File: src/rtl/sw_in_pkg.sv
// Shared constants for the switch/button input peripheral: register map and bus width.
package sw_in_pkg;

    localparam int SW_IN_DATA_W = 32;

    typedef enum logic [1:0] {
        SW_IN_LEVEL = 2'd0,
        SW_IN_RISE  = 2'd1,
        SW_IN_FALL  = 2'd2,
        SW_IN_MASK  = 2'd3
    } sw_in_reg_e;

endpackage

File: src/rtl/sw_debounce_bit.sv
// One input bit: two-flop synchronizer, debounce counter and stable level,
// with single-cycle rise/fall pulses aligned to the stable update.
module sw_debounce_bit #(
    parameter int   DEBOUNCE_CYCLES = 65536,
    parameter logic RESET_LEVEL     = 1'b0
) (
    input  logic clk,
    input  logic rst,
    input  logic pin,
    output logic level,
    output logic rise,
    output logic fall
);

    localparam int            CW       = $clog2(DEBOUNCE_CYCLES);
    localparam logic [CW-1:0] CNT_LAST = CW'(DEBOUNCE_CYCLES - 1);

    logic          s1;
    logic          s2;
    logic [CW-1:0] cnt;
    logic          accept;

    // The synced value has disagreed long enough; level takes it on this edge.
    assign accept = (s2 != level) && (cnt == CNT_LAST);
    assign rise   = accept & s2;
    assign fall   = accept & ~s2;

    always_ff @(posedge clk) begin
        if (rst) begin
            s1    <= RESET_LEVEL;
            s2    <= RESET_LEVEL;
            cnt   <= '0;
            level <= RESET_LEVEL;
        end else begin
            // NOTE: non-blocking so s2 takes last cycle's s1, giving two real flop stages.
            s1 <= pin;
            s2 <= s1;
            if (s2 == level) begin
                cnt <= '0;
            end else if (cnt == CNT_LAST) begin
                level <= s2;
                cnt   <= '0;
            end else begin
                cnt <= cnt + 1'b1;
            end
        end
    end

endmodule

File: src/rtl/sw_in_reader.sv
// Memory-mapped debounced switch reader: LEVEL, sticky W1C RISE/FALL flags.
// Define SW_IN_IRQ_EN to add the IRQ_MASK register at addr 3 and the irq output.
module sw_in_reader
    import sw_in_pkg::*;
#(
    parameter int             N               = 8,
    parameter int             DEBOUNCE_CYCLES = 65536,
    parameter logic [N-1:0]   RESET_LEVEL     = '0
) (
    input  logic                    clk,
    input  logic                    rst,
    input  logic [N-1:0]            pins_in,
    input  logic                    bus_valid,
    input  logic [1:0]              bus_addr,
    input  logic [3:0]              bus_wstrb,
    input  logic [SW_IN_DATA_W-1:0] bus_wdata,
    output logic [SW_IN_DATA_W-1:0] bus_rdata,
    output logic                    bus_ready
`ifdef SW_IN_IRQ_EN
    ,
    output logic                    irq
`endif
);

    logic [N-1:0]            level;
    logic [N-1:0]            rise_pulse;
    logic [N-1:0]            fall_pulse;
    logic [N-1:0]            rise_q;
    logic [N-1:0]            fall_q;
    logic [N-1:0]            clr_rise;
    logic [N-1:0]            clr_fall;
    logic                    accept;
    logic                    wr;
    logic [SW_IN_DATA_W-1:0] rd_word;
    logic                    unused_wdata;

    for (genvar i = 0; i < N; i++) begin : g_bit
        sw_debounce_bit #(
            .DEBOUNCE_CYCLES(DEBOUNCE_CYCLES),
            .RESET_LEVEL    (RESET_LEVEL[i])
        ) u_db (
            .clk  (clk),
            .rst  (rst),
            .pin  (pins_in[i]),
            .level(level[i]),
            .rise (rise_pulse[i]),
            .fall (fall_pulse[i])
        );
    end

    // While bus_ready is high the master is still dropping valid; ignore it.
    assign accept       = bus_valid & ~bus_ready;
    assign wr           = |bus_wstrb;
    assign clr_rise     = (accept && wr && bus_addr == SW_IN_RISE) ? bus_wdata[N-1:0] : '0;
    assign clr_fall     = (accept && wr && bus_addr == SW_IN_FALL) ? bus_wdata[N-1:0] : '0;
    assign unused_wdata = ^bus_wdata;

`ifdef SW_IN_IRQ_EN
    logic [N-1:0] mask_q;

    always_ff @(posedge clk) begin
        if (rst) begin
            mask_q <= '0;
            irq    <= 1'b0;
        end else begin
            if (accept && wr && bus_addr == SW_IN_MASK) begin
                mask_q <= bus_wdata[N-1:0];
            end
            irq <= |((rise_q | fall_q) & mask_q);
        end
    end
`endif

    always_comb begin
        // NOTE: default first so every path assigns rd_word and no latch is inferred.
        rd_word = '0;
        case (sw_in_reg_e'(bus_addr))
            SW_IN_LEVEL: rd_word[N-1:0] = level;
            SW_IN_RISE:  rd_word[N-1:0] = rise_q;
            SW_IN_FALL:  rd_word[N-1:0] = fall_q;
`ifdef SW_IN_IRQ_EN
            SW_IN_MASK:  rd_word[N-1:0] = mask_q;
`endif
            default:     rd_word = '0;
        endcase
    end

    // A new edge in the same cycle as a clear of that bit leaves the flag set.
    always_ff @(posedge clk) begin
        if (rst) begin
            rise_q    <= '0;
            fall_q    <= '0;
            bus_ready <= 1'b0;
            bus_rdata <= '0;
        end else begin
            rise_q    <= (rise_q & ~clr_rise) | rise_pulse;
            fall_q    <= (fall_q & ~clr_fall) | fall_pulse;
            bus_ready <= accept;
            if (accept) begin
                bus_rdata <= rd_word;
            end
        end
    end

endmodule

File: config.mk
export PLATFORM = sky130hd
export DESIGN_NAME = sw_in_reader
export DESIGN_NICKNAME = d
export VERILOG_FILES = /design/src/rtl/sw_in_pkg.sv /design/src/rtl/sw_debounce_bit.sv /design/src/rtl/sw_in_reader.sv
export SDC_FILE = /design/constraint.sdc
export NUM_CORES = 1
export LEC_CHECK = 0
export ABC_CLOCK_PERIOD_IN_PS = 2400
export CAP_MARGIN = 20
export CORE_MARGIN = 3
export CORE_UTILIZATION = 47
export DETAILED_ROUTE_END_ITERATION = 10
export GPL_TIMING_DRIVEN = 0
export PLACE_DENSITY = 0.71
export SYNTH_ARGS = -nofsm -noshare
export SYNTH_HDL_FRONTEND = slang
export SYNTH_SLANG_ARGS = --single-unit
File: constraint.sdc
create_clock -name clk -period 2.4 [get_ports clk]
set_clock_uncertainty 0.15 [all_clocks]
set_input_delay 0.72 -clock clk [delete_from_list [all_inputs] [get_ports clk]]
set_output_delay 0.72 -clock clk [all_outputs]
set_load 0.02 [all_outputs]
Word level (Yosys, flattened, before mapping)
Index checks and enable logic that the tools add are counted. W data, S select, Z words.

Input port bits: 49. Output and inout port bits: 33. Bits in registers: 177. Word-level logic and storage cells: 142.

Bitwise logic cells: 40. Reduce and logical (&&, ||, !) cells: 29. Equal/unequal tests: 26. $add $sub $neg: 8. Multiplexer cells: 3.

Operators by type and width (number): $add A16 B1 Y16 const B (8); $eq A16 B16 Y1 const B (8); $pmux W8 S3 (1); $reduce_or A3 Y1 (8); $and A1 B1 Y1 (17); $not A1 Y1 (17); $and A8 B8 Y8 (2); $mux W8 (2); $not A8 Y8 (2); $or A8 B8 Y8 (2); $reduce_and A2 Y1 (8); $logic_and A1 B1 Y1 (11); $eq A1 B1 Y1 (8); $ne A1 B1 Y1 (8); $reduce_or A4 Y1 (1); $eq A2 B1 Y1 const B (1); $eq A2 B2 Y1 const B (1); $logic_not A2 Y1 (1).

Logic depth before layout (Yosys ltp)
Gate-level depths: netlist of run 1.

Depth after elaboration: 8. Depth in mapped cells: 7. Depth with buffers taken out: 5.

By module
Synthesis of run 1 repeated with hierarchy kept, for this count alone.

Cell total of the unflattened synthesis: 865. Area, all modules: 8343.0 µm².

Modules (own cells, without submodules): sw_debounce_bit (area an instance 873.3 µm², sequential area each 380.4 µm², times used 8, cells each 90); sw_in_reader (area an instance 1356.3 µm², sequential area each 500.5 µm², times used 1, cells each 145).

Least setup slack after synthesis of run 1
Ideal clock, no wire load.

Kind: in2reg. Start: in bus_addr[0]. End: reg rise_q[7]. Stages on the path: 6. Arrival: 1.876 ns. Library setup time: 0.131 ns. Required time: 2.119 ns. Buffers on the path: 2. Setup slack: 0.242 ns. Cells stage by stage: buf_2 nor2b_1 clkbuf_1 nor3b_2 a211o_1 o31ai_2.

Word-level cells in the longest chain between the ends: 6.

RTL lines: start, declared (RTL line sw_in_reader.sv:14) `input logic [1:0] bus_addr,`; $eq A2 B1 Y1 (RTL line sw_in_reader.sv:54) `assign clr_rise = (accept && wr && bus_addr == SW_IN_RISE) ? bus_wdata[N-1:0] : '0;`; $logic_and A1 B1 Y1 (RTL line sw_in_reader.sv:54); $mux W8 (RTL line sw_in_reader.sv:54); $not A8 Y8 (RTL line sw_in_reader.sv:96) `rise_q <= (rise_q & ~clr_rise) | rise_pulse;`; $and A8 B8 Y8 (RTL line sw_in_reader.sv:96); $or A8 B8 Y8 (RTL line sw_in_reader.sv:96); end signal, assigned (RTL line sw_in_reader.sv:96); end, declared (RTL line sw_in_reader.sv:28) `logic [N-1:0] rise_q;`.

No other way between the ends. A chain may end at the register's enable or synchronous reset.

Worst setup path in the final report of run 1
Start: reg bus_rdata[0]. End: out bus_rdata[0].

RTL lines: start, declared (RTL line sw_in_reader.sv:17) `output logic [SW_IN_DATA_W-1:0] bus_rdata,`; start signal, assigned (RTL line sw_in_reader.sv:100) `bus_rdata <= rd_word;`.

No word-level cell between the ends.

==> run summary, run 1 <==
Worst min path class: flip-flop to flip-flop
Min Tclk post-route: 2300 ps
Area delta synth->final: 16.3%
Via count: 5930
CTS max path bufs: 2
Clock buffer count from CTS: 17
Vias in the first global route: 5388
Cells on Worst Hold Path: 1
Status: finished clean
Initial antenna violation count: 0
Max frequency: 0.435 GHz
CP bufs+invs: 1
Total Routed Length: 14.7 mm
Initial Utilization: 0.486
HPWL Detailed: 10.3 mm
Remaining DRCs: 0
WP depth: 1
Total negative setup slack: 0 ps
Leakage: 0.00303 uW
Synth Area per Inst: 8.90 sq um
PnR worst setup slack: 101 ps
FILL cells: 1467
Synth top area share: 0.454
First-pass detailed-route iteration total: 5
Die H: 135 um
FFs w/ async S/R, synth: 0
Largest net degree at the start of global routing: 17
Nets@finish: 1005
Flops & latches, synth: 177
Antenna diode count: 0
RSZ-0062 raised after global routing: false
Worst r2r path cells: 6
Setup bufs post-CTS: 0
CP startpoint kind: flip-flop
Fraction of final layout cells sized beyond drive strength 1: 0.0895
Final worst-path cycle share: 0.958
CTS tree: done
Routability cong.: 0.793
Global-route wire length before repair: 24.9 mm
VDD IR max: 0.000557 V
I/O Pins: 82
Routed Antenna Nets: 0
CP max FO: 2
Placed cell area: 8460 sq um
Core ar.: 16100 sq um
Top post-synthesis cells by count: dfxtp_1 (177), nor2_1 (144), xor2_1 (54), xnor2_1 (49), nand3_1 (46)
Yosys warning count: 0
Drt wl/cell: 12.5 um
Relative slew slack: 0.525
Slew Limit Fails: 0
Worst path required time: 1530 ps
Worst Hold Slack: 279 ps
Hold_buf cts: 0
Setup-failing EPs final: 0
I/O Buffers: 30
Least-Margin Pin Slew: 707 ps
Synth top area cells: dfxtp_1 (45%), nor2_1 (6.9%), xor2_1 (6.1%), xnor2_1 (5.5%), nand4_1 (3.3%)
Drt initial violations: 289
Crit Path Category: flip-flop to output pin
Die span in x: 135 um
Setup WS pre-CTS: -463 ps
Vias per inst: 5.04
GRT Util Overall: 0.168
Full die area: 18200 sq um
Largest area contributor in the netlist: dfxtp_1
PD cells: 658 nW/um^2
Count leader, synth: dfxtp_1
Share of the yosys chip area belonging to registers: 0.454
CP endpoint kind: output pin
Clock Sinks: 177
CP max-delay cell: clkdlybuf4s50_1
Syn Std Cell Area: 7800 sq um
CP Cell Sequence: clkdlybuf4s50_1
H-Tree Depth: 4
WP data arrival: 1430 ps
Worst stage delay on the critical path: 630 ps
Clock slew at reported path FFs: 60 ps
Total grt overflow: 0
Final std cell area, no fill: 9070 sq um
CTS root buf: clkbuf_16
Worst skew pair latency: 430 ps
Critical path's top delay family: buffers and inverters
Count of final hold-check violations: 0
Unique masters post-synth: 47
Row count: 46
Post-synth EDFFs: 0
Gate Count Post-Synth: 876
Synth Flop Type: dfxtp_1
Max-Cap Viols: 0
[path summary, 6_finish.rpt]
check                                             end  slack (ps)                  from
worst max-delay path                     bus_rdata[0]         100          bus_rdata[0]
worst min-delay path                 g_bit[4].u_db.s2         280      g_bit[4].u_db.s1
worst max register to register  g_bit[7].u_db.cnt[12]         170  g_bit[7].u_db.cnt[0]
worst min register to register       g_bit[4].u_db.s2         280      g_bit[4].u_db.s1
[metal layers]
metal | track usage | vias up | part of all wire
met5 | 0 | - | 0
met4 | 0.0481 | 0 | 0.0087
met3 | 0.0492 | 9 | 0.045
met2 | 0.266 | 73 | 0.46
met1 | 0.225 | 2730 | 0.48
li1 | - | 3118 | -
[where the power goes]
group	internal, uW	total, uW	leakage [uW]	switching [uW]
Sequential	2960	2980	0.00143	17.4
Clock	1600	2730	0.000292	1120
Combinational	113	259	0.00131	146
Total	4680	5970	0.00303	1290
[metrics by stage]
step,instances,power [uW],utilization
final,1177,5970,0.565
after global routing,1177,6180,0.565
after CTS,1177,6020,0.563
after detailed placement,1145,3300,0.527
after global placement,1145,3300,0.527
after floorplan,899,3200,-
[flip-flops by register name (all words and copies together), names as in the netlist]
| signal | count |
|---|---|
| g_bit.u_db.s2 | 8 |
| g_bit.u_db.s1 | 8 |
| fall_q | 8 |
| rise_q | 8 |
| g_bit.u_db.level | 8 |
| g_bit.u_db.cnt | 128 |
| bus_ready | 1 |
| bus_rdata | 8 |
[repair_timing]
action,4_1_cts,5_1_grt
gates resized for setup,1,9
pin swaps,0,0
gates cloned,0,0
setup endpoints to repair,4,29
[layout by cell type, fill, tap and decap left out, types with 3 or more instances in the layout]
cell type,Yosys,layout
and4_1,19,19
and3_1,13,13
a21oi_1,25,25
clkbuf_16,0,17
nand3_1,46,46
clkdlybuf4s50_1,0,30
o31ai_1,11,11
or2_2,3,3
buf_4,26,27
dfxtp_1,177,177
xor2_1,54,54
or4_1,3,3
a31o_2,3,3
inv_1,25,25
clkbuf_8,0,3
and2_1,5,5
a21o_1,7,7
clkinv_2,0,7
ha_1,8,8
nor3_1,14,14
buf_2,8,7
nand2b_1,30,30
xnor2_1,49,49
nor4_1,18,17
clkbuf_1,20,20
nor2_1,144,144
or3_1,6,6
o21ai_0,13,13
a211o_1,14,14
mux2i_1,13,13
nand2_1,35,35
nor2b_1,19,19
nand4_1,41,41
conb_1,1,24
a211oi_1,8,8
[layout make-up]
type / instances / area [sq um] / area share
buffer: 55 / 322 / 0.0354
clock buffer: 21 / 470 / 0.0519
clock inverter: 11 / 111 / 0.0123
inverter: 25 / 93.8 / 0.0103
tap: 216 / 270 / 0.0298
multi-input combinational: 642 / 3960 / 0.437
sequential: 177 / 3540 / 0.391
timing repair buffer: 30 / 300 / 0.0331
[worst register-to-register path, cell delays in order (launching register included)]
cell and delay [ps]:
dfxtp_1 390, ha_1 250, nand4_1 140, or4_4 570, o31ai_1 330, buf_4 240
nor2_1 60
[logic make-up (layout without fill, tap and decap cells)]
kind of cell / after synthesis / in the layout / synth area share
other: 1 / 24 / 0.000481
flip-flops: 177 / 177 / 0.454
AO/OA/AOI/OAI: 88 / 88 / 0.0767
multiplexers: 13 / 13 / 0.0167
adder cells (fa/ha/maj): 8 / 8 / 0.0128
XOR/XNOR: 103 / 103 / 0.116
buffers and inverters: 80 / 142 / 0.0523
AND/OR/NAND/NOR: 406 / 406 / 0.271
(Power assumes the default switching activity.)
==> run 2, diff against run 1 <==
Settings changed: CAP_MARGIN 20 to unset, GPL_ROUTABILITY_DRIVEN set to 0.
==> results of run 2 <==
Same layout as run 1: the final DEF is identical, and so are final timing and power.
==> run 3, diff against run 2 <==
Settings changed: CORE_UTILIZATION 47 to 35, PLACE_DENSITY 0.71 to 0.57.
==> run summary, run 3 (synthesis gave the netlist of run 1 again) <==
Status: finished clean (unchanged)
Least-Margin Pin Slew: 653 ps (was 707 ps)
Setup bufs post-CTS: 0 (unchanged)
FILL cells: 2186 (was 1467)
Drt wl/cell: 12.5 um (about the same)
Clock buffer count from CTS: 17 (unchanged)
Area delta synth->final: 17.1% (was 16.3%)
Sw Ratio: 0.222 (was 0.216)
Max reg flops: 128 (unchanged)
Setup-failing EPs final: 0 (unchanged)
Placed Instances: 1204 (was 1145)
CTS max path bufs: 2 (unchanged)
Total grt overflow: 0 (unchanged)
GRT Util Overall: 0.133 (was 0.168)
CP max FO: 3 (was 2)
CP Cell Sequence: clkdlybuf4s50_1 (unchanged)
Total power: 5990 uW (was 5970 uW)
Initial Utilization: 0.363 (was 0.486)
I/O Pins: 82 (unchanged)
Core ar.: 21500 sq um (was 16100 sq um)
Clock slew at reported path FFs: 60 ps (about the same)
Antenna diode count: 0 (unchanged)
Final worst-path cycle share: 0.962 (was 0.958)
Initial antenna violation count: 0 (unchanged)
Global-route wire length before repair: 26.5 mm (was 24.9 mm)
PD cells: 656 nW/um^2 (was 658 nW/um^2)
WP data arrival: 1440 ps (was 1430 ps)
Vias in the first global route: 5567 (was 5388)
Clock network fraction of total power: 0.459 (was 0.457)
Drt initial violations: 305 (was 289)
Sequential fraction of design power: 0.497 (was 0.499)
CP bufs+invs: 1 (unchanged)
Relative slew slack: 0.563 (was 0.525)
Largest net degree at the start of global routing: 17 (unchanged)
Nets@finish: 1004 (was 1005)
Vias per inst: 4.75 (was 5.04)
Clock Sinks: 177 (unchanged)
Die span in x: 155 um (was 135 um)
CP max-delay cell: clkdlybuf4s50_1 (unchanged)
CTS root buf: clkbuf_16 (unchanged)
Via count: 5865 (was 5930)
Worst path required time: 1530 ps (about the same)
Critical path's top delay family: buffers and inverters (unchanged)
Max frequency: 0.433 GHz (was 0.435 GHz)
PnR worst setup slack: 91.7 ps (was 101 ps)
Crit Path Category: flip-flop to output pin (unchanged)
Max-Cap Viols: 0 (unchanged)
Top Usage Layer GRT: met2 (unchanged)
Comb pwr share: 0.044 (was 0.043)
Min Tclk post-route: 2310 ps (was 2300 ps)
CP startpoint kind: flip-flop (unchanged)
Remaining DRCs: 0 (unchanged)
CP endpoint kind: output pin (unchanged)
Die H: 155 um (was 135 um)
Internal power: 4660 uW (was 4680 uW)
VDD IR max: 0.000402 V (was 0.000557 V)
Worst stage delay on the critical path: 630 ps (about the same)
First-pass detailed-route iteration total: 4 (was 5)
HPWL Detailed: 10.9 mm (was 10.3 mm)
Worst skew pair latency: 430 ps (about the same)
Met2 GRT Util: 0.202 (was 0.266)
GR Layer Usage met1: 0.182 (was 0.225)
GRT met3 Usage: 0.0392 (was 0.0492)
Biggest register: g_bit.u_db.cnt (unchanged)
Setup WS pre-CTS: -657 ps (was -463 ps)
Worst Hold Slack: 286 ps (was 279 ps)
I/O Buffers: 30 (unchanged)
Commonest non-fill, non-tap cell in the layout: dfxtp_1 (unchanged)
Total Routed Length: 15.4 mm (was 14.7 mm)
Count of final hold-check violations: 0 (unchanged)
Final Non-Filler Cells: 1234 (was 1177)
Row count: 53 (was 46)
Fraction of final layout cells sized beyond drive strength 1: 0.0897 (was 0.0895)
Most frequent cells in the layout: dfxtp_1 (177), nor2_1 (144), xor2_1 (54) (unchanged)
CTS tree: done (unchanged)
Slew Limit Fails: 0 (unchanged)
Area taken by multi-input logic gates: 3950 sq um (was 3960 sq um)
Full die area: 24100 sq um (was 18200 sq um)
Worst min path class: flip-flop to flip-flop (unchanged)
H-Tree Depth: 4 (unchanged)
Leakage: 0.00302 uW (was 0.00303 uW)
Sequential Area: 3540 sq um (unchanged)
RSZ-0062 raised after global routing: false (unchanged)
Routed Antenna Nets: 0 (unchanged)
Sw Pwr: 1330 uW (was 1290 uW)
## run 3: changes by cell type in the layout (fill, tap and decap cells not counted)
cell,previous run,this run
clkbuf_8,3,2
nor3b_2,0,1
inv_6,0,2
clkinv_4,1,3
buf_4,27,26
clkinvlp_4,1,2
clkbuf_2,1,2
nor3b_4,1,0
clkinv_2,7,3
clkbuf_1,20,18
## run 3: metal layers
layer	vias up	routed length, um
met1	2671	8020
met5	-	0
li1	3122	-
met4	0	188
met3	8	517
met2	64	6690
## run 3: power by group through the flow
stage / Combinational [uW] / Clock, uW / Sequential [uW]
floorplan: 150 / 0 / 3050
global placement: 258 / 0 / 3050
detailed placement: 259 / 0 / 3050
CTS: 262 / 2850 / 2980
global route: 283 / 2990 / 2980
finish: 261 / 2750 / 2980
## run 3: through the flow
| step | area (sq um) | utilization | TNS (ps) |
|---|---|---|---|
| after global routing | 9140 | 0.425 | 0 |
| after global placement | 8530 | 0.397 | -18600 |
| final | 9140 | 0.425 | 0 |
| after detailed placement | 8530 | 0.397 | -21610 |
| after floorplan | 7890 | - | 0 |
| after CTS | 9130 | 0.425 | 0 |
## run 3: worst paths after layout
path                            cells past startpoint  slack (ps)                 start              endpoint
worst max-delay path                                1          90             bus_ready             bus_ready
worst min-delay path                                1         290      g_bit[3].u_db.s1      g_bit[3].u_db.s2
worst max register to register                      6         140  g_bit[7].u_db.cnt[0]  g_bit[7].u_db.cnt[4]
worst min register to register                      1         290      g_bit[3].u_db.s1      g_bit[3].u_db.s2
## run 3: area by class of cell
type                    count  area share
plain buffers              54      0.0345
clock buffers              19      0.0496
clock inverters            12      0.0147
inverters                  25      0.0103
multi-input cells         642       0.433
flip-flops and latches    177       0.388
well taps                 275      0.0377
repair buffers             30      0.0329
## run 3: repair_timing
| item | CTS | global route |
|---|---|---|
| resized for setup | 3 | 3 |
| hold buffers | 0 | 0 |
| setup endpoints to repair | 12 | 21 |
